### config.mk
export PLATFORM = sky130hd
export DESIGN_NAME = neuron_mac_ctrl_act
export DESIGN_NICKNAME = d
export VERILOG_FILES = /design/src/rtl/neuron_mac_ctrl_act.sv
export SDC_FILE = /design/constraint.sdc
export NUM_CORES = 1
export LEC_CHECK = 0
export CAP_MARGIN = 10
export CORE_AREA = 2 2 39 41
export CTS_CLUSTER_SIZE = 25
export DETAILED_ROUTE_END_ITERATION = 8
export DIE_AREA = 0 0 41 43
export DONT_BUFFER_PORTS = 1
export PLACE_DENSITY = 0.31
export SLEW_MARGIN = 20
export SYNTH_ARGS = -nofsm -noshare
export SYNTH_HDL_FRONTEND = slang
export SYNTH_SLANG_ARGS = --single-unit
### constraint.sdc
create_clock -name clk -period 1.8 [get_ports clk]
set_clock_uncertainty 0.15 [all_clocks]
set_input_delay 0.36 -clock clk [delete_from_list [all_inputs] [get_ports clk]]
set_output_delay 0.36 -clock clk [all_outputs]
set_load 0.01 [all_outputs]
### src/rtl/neuron_mac_ctrl_act.sv
// -----------------------------------------------------------------------------
// neuron_mac_ctrl_act
//
// Per-neuron helper for one node of a fully connected layer. It holds two
// independent functions:
//   1. MAC iteration counter. It counts the MAC-step acknowledge pulses and
//      raises a sticky done flag once all N_INPUTS products have been
//      accumulated. After that flag is set the count holds at N_INPUTS and
//      further pulses are ignored until reset, so the count never wraps.
//   2. Activation unit. This is purely combinational. It maps the signed
//      fixed-point pre-activation z_value to the activation a.
//
// Build option (macro NN_ACT_RELU_EN):
//   undefined : hard sigmoid,
//               a = clamp((z >>> 2) + HALF, 0, ONE),
//               where HALF = 1 << (FRAC_BITS-1) and ONE = 1 << FRAC_BITS.
//   defined   : ReLU, a = (z < 0) ? 0 : z, with no upper clamp.
//   The counter is the same in both builds.
//
// Parameters:
//   N_INPUTS  : neuron fan-in, the number of acks before done (>= 1).
//   DATA_W    : width of the signed z_value / a datapath.
//   FRAC_BITS : fractional bits of the two's-complement fixed-point format.
//
// Ports:
//   clk      in   system clock. All state changes happen on the rising edge.
//   rst      in   synchronous, active-high reset. It wins over ack.
//   ack      in   one-cycle pulse for each completed multiply-accumulate step.
//   ack_mac  out  registered, sticky "all inputs accumulated" flag.
//   count    out  number of accepted ack pulses, 0..N_INPUTS.
//   z_value  in   signed pre-activation value.
//   a        out  signed activation result. It is combinational from z_value.
// -----------------------------------------------------------------------------
module neuron_mac_ctrl_act #(
  parameter int N_INPUTS  = 2,
  parameter int DATA_W    = 8,
  parameter int FRAC_BITS = 4,
  localparam int CNT_W    = $clog2(N_INPUTS + 1)
) (
  input  logic                     clk,
  input  logic                     rst,
  input  logic                     ack,
  output logic                     ack_mac,
  output logic [CNT_W-1:0]         count,
  input  logic signed [DATA_W-1:0] z_value,
  output logic signed [DATA_W-1:0] a
);

  // ---------------------------------------------------------------------------
  // MAC iteration counter
  // ---------------------------------------------------------------------------
  localparam logic [CNT_W-1:0] LAST_BEFORE_DONE = CNT_W'(N_INPUTS - 1);

  logic [CNT_W-1:0] count_q, count_d;
  logic             ack_mac_q, ack_mac_d;

  // NOTE: every signal assigned in always_comb gets a default value first.
  // This keeps a path that does not assign it from inferring a latch.
  always_comb begin
    count_d   = count_q;
    ack_mac_d = ack_mac_q;
    // Once done is set it gates further pulses. That is what makes
    // count saturate at N_INPUTS instead of wrapping.
    if (ack && !ack_mac_q) begin
      count_d = count_q + CNT_W'(1);
      // Done rises on the same edge that count reaches N_INPUTS.
      if (count_q == LAST_BEFORE_DONE) begin
        ack_mac_d = 1'b1;
      end
    end
  end

  // NOTE: sequential state is updated with non-blocking assignments only.
  // Every flop then samples the value from before the edge.
  always_ff @(posedge clk) begin
    if (rst) begin
      count_q   <= '0;
      ack_mac_q <= 1'b0;
    end else begin
      count_q   <= count_d;
      ack_mac_q <= ack_mac_d;
    end
  end

  assign count   = count_q;
  assign ack_mac = ack_mac_q;

  // ---------------------------------------------------------------------------
  // Activation unit (combinational)
  // ---------------------------------------------------------------------------
`ifdef NN_ACT_RELU_EN

  // ReLU: the sign bit alone decides between zero and pass-through.
  always_comb begin
    a = z_value;
    if (z_value[DATA_W-1]) begin
      a = '0;
    end
  end

`else

  localparam logic signed [DATA_W:0] HALF_S = (DATA_W + 1)'(1 << (FRAC_BITS - 1));
  localparam logic signed [DATA_W:0] ONE_S  = (DATA_W + 1)'(1 << FRAC_BITS);

  logic signed [DATA_W:0] z_ext;
  logic signed [DATA_W:0] z_shr;
  logic signed [DATA_W:0] sum;

  // The sum is computed one bit wider than the datapath, so adding HALF
  // to the shifted value cannot overflow before the clamp.
  assign z_ext = {z_value[DATA_W-1], z_value};
  // Arithmetic shift. It truncates toward minus infinity, e.g. -5 >>> 2 = -2.
  assign z_shr = z_ext >>> 2;
  assign sum   = z_shr + HALF_S;

  always_comb begin
    a = sum[DATA_W-1:0];
    if (sum < 0) begin
      a = '0;
    end else if (sum > ONE_S) begin
      a = ONE_S[DATA_W-1:0];
    end
  end

`endif

endmodule

==> summary.md, run 1 <==
| Metric | Value |
|---|---|
| Vias per cell | `4.17` |
| Fin Setup TNS | `0 ps` |
| Clock root buffer | `clkbuf_4` |
| I/O Pins | `22` |
| Site Rows | `14` |
| Max frequency | `606 MHz` |
| Area delta synth->final | `14.2%` |
| Post-CTS setup buffer count | `0` |
| Final #Nets | `45` |
| Hold violation total from the final report | `0` |
| Outcome | `finished clean` |
| Largest area contributor in the netlist | `dfxtp_1` |
| Fill cells | `173` |
| Worst-path clk slew | `40 ps` |
| GRT Resource Usage Total | `5.61%` |
| Fin. max-slew vios | `0` |
| Max Cap Viol | `0` |
| Critical Path RT | `1290 ps` |
| Power per cell area | `988 nW/um^2` |
| HPWL after DPL | `387 um` |
| Largest net degree at the start of global routing | `5` |
| Critical path origin | `z_value[5]` |
| Final min period | `1650 ps` |
| Min-delay worst type | `in2reg` |
| Leakage | `0.102 nW` |
| R2R setup slack | `620 ps` |
| VDD IR-drop max | `371 uV` |
| Register area | `60.1 um^2` |
| Initial DRC count | `0` |
| Gr ovfl total | `0` |
| Hold path startpoint | `rst` |
| CTS tree | `done` |
| Period Utilization, post-route | `91.6%` |
| Hold path endpoint | `ack_mac` |
| Clock Path Buffers | `2` |
| Synth Register Bits | `3` |
| Clock latency on the worst-skew pair | `240 ps` |
| TritonCTS buffer count | `3` |
| CP Max Fanout | `4` |
| Top-area cell type share of the netlist area | `27.3%` |
| Reg2reg end | `count[1]` |
| H-Tree Depth | `1` |
| Netlist cell types | `16` |
| RSZ-0062 raised after global routing | `false` |
| Synthesis warning total | `0` |
| Share of layout cells above drive strength 1 | `16.1%` |
| Finish-stage setup viols | `0` |
| Mapped Area | `220 um^2` |
| Initial Util | `15.9%` |
| Critical setup path kind | `in2out` |
| Register area share after synthesis | `27.3%` |
| Post-route ant nets | `0` |
| Vias in the first global route | `194` |
| Clock Sinks | `3` |
| Synthesized area per cell | `7.86 um^2` |
| Crit Reg-Reg Startpoint | `count[1]` |
| PortBufs | `0` |
| Core box area | `1380 um^2` |
| Worst EP arrival | `1140 ps` |
| GPL Wtd Cong | `0.558` |
| First-pass GRT wire length | `593 um` |
| DIE WIDTH | `41 um` |
| Die height | `43 um` |
| Die area | `1760 um^2` |
| WL/cell | `10.1 um` |
| Area of the multi-input gates | `141 um^2` |
| Vias | `196` |
| Post-route DRC | `0` |
| First-pass iteration count of the detailed router | `1` |
| Initial antenna violation count | `0` |
| Cells after synthesis | `28` |
| Post-CTS Hold Fix Bufs | `0` |
| Hold Path Depth | `1` |
| CP Launch Type | `primary input` |
| Leading post-synthesis cells by cell area | `dfxtp_1 27%, ha_1 11%, buf_4 10%` |
| Worst r2r path cells | `3` |
| Final WL | `473 um` |
| # resized after CTS | `0` |
| # placed instances | `43` |
| Layout Cells excl Fill | `47` |
| Fin util | `18.2%` |
| Antenna cell count | `0` |
| Critical Path Sink Type | `output pin` |
[cells in the mapped netlist, drive strengths merged]
library cell,number
buf,3
inv,1
xnor2,1
conb,1
ha,2
nand4,1
nor2,3
a211oi,1
nor3,1
and2b,1
nand2,2
or2,1
a21oi,4
and2,3
dfxtp,3
[worst max-delay path, stage by stage]
cell and delay (ps):
ha_1 200, or2_4 250, a21oi_2 140, and2_1 190
[per-layer routing]
layer / GRT usage [%] / up-vias / routed length [um]
met4: 8.00 / 0 / 27
met3: 4.19 / 4 / 70
met5: 0 / - / 0
li1: - / 94 / -
met2: 10.3 / 15 / 240
met1: 0.955 / 83 / 134
[cell families after synthesis]
logic type      after synthesis  synth area share (%)
simple gates                 12                  29.5
compound gates                5                  14.2
buf+inv                       4                  11.9
flops                         3                  27.3
fa+ha+maj                     2                  11.4
xor+xnor                      1                  3.98
other cells                   1                  1.70
[cell usage in the layout (no fill, tap or decap), drive strengths merged]
cell type / Yosys / layout
a21oi: 4 / 4
clkbuf: 0 / 4
and2: 3 / 3
nor2: 3 / 3
conb: 1 / 3
dfxtp: 3 / 3
nand2: 2 / 2
ha: 2 / 2
or2: 1 / 1
nand4: 1 / 1
nor3: 1 / 1
inv: 1 / 1
and2b: 1 / 1
xnor2: 1 / 1
a211oi: 1 / 1
[flip-flops by register name, summed over array words and instances, names as in the netlist]
signal and count:
ack_mac 1, count 2
[cell type report]
| class | instances | share of cell area [%] |
|---|---|---|
| inverters | 1 | 1.49 |
| flip-flops and latches | 3 | 23.9 |
| clock buffers | 4 | 10.4 |
| well taps | 16 | 7.96 |
| multi-input cells | 23 | 56.2 |
[stage by stage]
| step | hold slack [ps] | power, mW | area, um^2 | worst slack (ps) |
|---|---|---|---|---|
| 2_1_floorplan | 282 | 0.127 | 228 | 194 |
| 3_3_place_gp | 284 | 0.127 | 225 | 167 |
| 3_5_place_dp | 285 | 0.131 | 225 | 141 |
| 4_1_cts | 34.8 | 0.256 | 251 | 142 |
| 5_1_grt | 41.0 | 0.265 | 251 | 61.7 |
| 6_report | 40.8 | 0.249 | 251 | 150 |
[worst max path at each step]
stage / end / slack (ps)
2_1_floorplan: a[0] / 190
3_3_place_gp: a[2] / 170
3_5_place_dp: a[1] / 140
4_1_cts: a[1] / 140
5_1_grt: a[2] / 60
6_report: a[1] / 150
[power breakdown]
group | switching [mW] | internal, mW
sequential | 0.0107 | 0.0746
clock | 0.0367 | 0.0832
combinational | 0.0242 | 0.0191
Note: power is estimated with default switching activity, not from simulation.
==> inputs of run 2 (changes only) <==
- CORE_AREA: 2 2 39 41 -> 5 5 42 44
- DIE_AREA: 0 0 41 43 -> 0 0 47 49
==> run 2 against run 1 <==
Compared with the run above:
- final cell count unchanged
- highest routed layer is now met3
- flip-flop and latch count stayed put
- die area increased by 31%
- sequential share of layout area is the same
- largest cell class unchanged
==> summary.md, run 2 (synthesis results as in run 1) <==
| Metric | Value |
|---|---|
| Power Total | `0.246 mW (-0.97%)` |
| Clock latency on the worst-skew pair | `230 ps (about the same)` |
| Initial DRC count | `2 (+2)` |
| Post-route ant nets | `0 (unchanged)` |
| Period Utilization, post-route | `91.6% (about the same)` |
| Post-CTS setup buffer count | `0 (unchanged)` |
| Clock root buffer | `clkbuf_4` |
| First-pass iteration count of the detailed router | `3 (+2)` |
| Share of layout cells above drive strength 1 | `16.1% (unchanged)` |
| CTS tree | `done` |
| Worst EP arrival | `1140 ps (about the same)` |
| Final WL | `498 um (+5.3%)` |
| DIE WIDTH | `47 um (+15%)` |
| CP Launch Type | `primary input` |
| GRT Resource Usage Total | `4.71% (-0.89 points)` |
| Area delta synth->final | `14.2% (unchanged)` |
| Reg2reg end | `count[1]` |
| Hold path endpoint | `ack_mac` |
| # resized after CTS | `0 (unchanged)` |
| Critical Path RT | `1290 ps (about the same)` |
| I/O Pins | `22 (unchanged)` |
| GPL Wtd Cong | `0.546 (-2.2%)` |
| Final #Nets | `45 (unchanged)` |
| Clock Path Buffers | `2 (unchanged)` |
| Antenna cell count | `0 (unchanged)` |
| PortBufs | `0 (unchanged)` |
| WL/cell | `10.6 um (+5.3%)` |
| Critical Path Sink Type | `output pin` |
| Hold Path Depth | `1 (unchanged)` |
| H-Tree Depth | `1 (unchanged)` |
| Post-CTS Hold Fix Bufs | `0 (unchanged)` |
| Max frequency | `606 MHz (about the same)` |
| Clock Sinks | `3 (unchanged)` |
| Critical setup path kind | `in2out` |
| VDD IR-drop max | `266 uV (-28%)` |
| First-pass GRT wire length | `745 um (+26%)` |
| Max reg flops | `2 (unchanged)` |
| Core box area | `1400 um^2 (+1.3%)` |
| Final min period | `1650 ps (-0.645 ps)` |
| Vias | `193 (-1.5%)` |
| Min-delay worst type | `in2reg` |
| R2R setup slack | `640 ps (+20 ps)` |
| Die area | `2300 um^2 (+31%)` |
| HPWL after DPL | `443 um (+14%)` |
| Vias in the first global route | `200 (+3.1%)` |
| RSZ-0062 raised after global routing | `false` |
| Site Rows | `14 (unchanged)` |
| Hold path startpoint | `rst` |
| Largest net degree at the start of global routing | `5 (unchanged)` |
| Post-route DRC | `0 (unchanged)` |
| TritonCTS buffer count | `3 (unchanged)` |
| Gr ovfl total | `0 (unchanged)` |
| Die height | `49 um (+14%)` |
| Vias per cell | `4.11 (-1.5%)` |
| CP Max Fanout | `4 (unchanged)` |
| Crit Reg-Reg Startpoint | `count[1]` |
| Hold violation total from the final report | `0 (unchanged)` |
| Fin. max-slew vios | `0 (unchanged)` |
| Leakage | `0.102 nW (unchanged)` |
| Finish-stage setup viols | `0 (unchanged)` |
| Outcome | `finished clean` |
| Fill cells | `168 (-2.9%)` |
| Post-Place Cell Area | `225 um^2 (unchanged)` |
| Max Cap Viol | `0 (unchanged)` |
| Finished Cell Area | `251 um^2 (unchanged)` |
| Initial Util | `15.7% (-0.20 points)` |
| Fin Setup TNS | `0 ps (unchanged)` |
| Power per cell area | `979 nW/um^2 (-0.97%)` |
| Worst-path clk slew | `40 ps (about the same)` |
| Initial antenna violation count | `0 (unchanged)` |
| Worst r2r path cells | `3 (unchanged)` |
## run 2: cell counts in the layout (fill, tap and decap cells not counted)
Identical to the previous run, type by type.
## run 2: layout make-up
cell class	instances	area [um^2]	share of cell area (%)
flip-flops and latches	3	60.1	23.9
clock buffers	4	26.3	10.4
multi-input cells	23	141	56.2
inverters	1	3.75	1.49
well taps	16	20.0	7.96
## run 2: per-stage QoR
step,worst slack (ps),hold WS (ps),instances,util (%)
detailed placement,140,284,43,16.1
floorplan,194,282,30,-
global placement,150,285,43,16.1
global route,70.1,32.5,47,17.9
finish,151,44.5,47,17.9
CTS,140,37.1,47,17.9
## run 2: per-layer routing
metal,wire (um),global-route usage (%)
met2,232,7.01
met3,130,3.32
met1,134,3.28
met5,0,0
met4,0,5.53
## run 2: worst max path at each step
stage	startpoint	end	cells past startpoint
2_1_floorplan	z_value[5]	a[0]	4
3_3_place_gp	z_value[5]	a[0]	4
3_5_place_dp	z_value[5]	a[0]	4
4_1_cts	z_value[5]	a[0]	4
5_1_grt	z_value[5]	a[2]	4
6_report	z_value[5]	a[0]	4
## run 2: power breakdown
part / internal, mW / switching, mW / leakage (nW)
Combinational: 0.0190 / 0.0238 / 0.0625
Sequential: 0.0746 / 0.0115 / 0.0248
Clock: 0.0831 / 0.0342 / 0.0150
Total: 0.177 / 0.0696 / 0.102
## run 2: critical path, stage by stage
cell     delay, ps
ha_1           200
or2_4          250
a21oi_2        140
and2_1         190
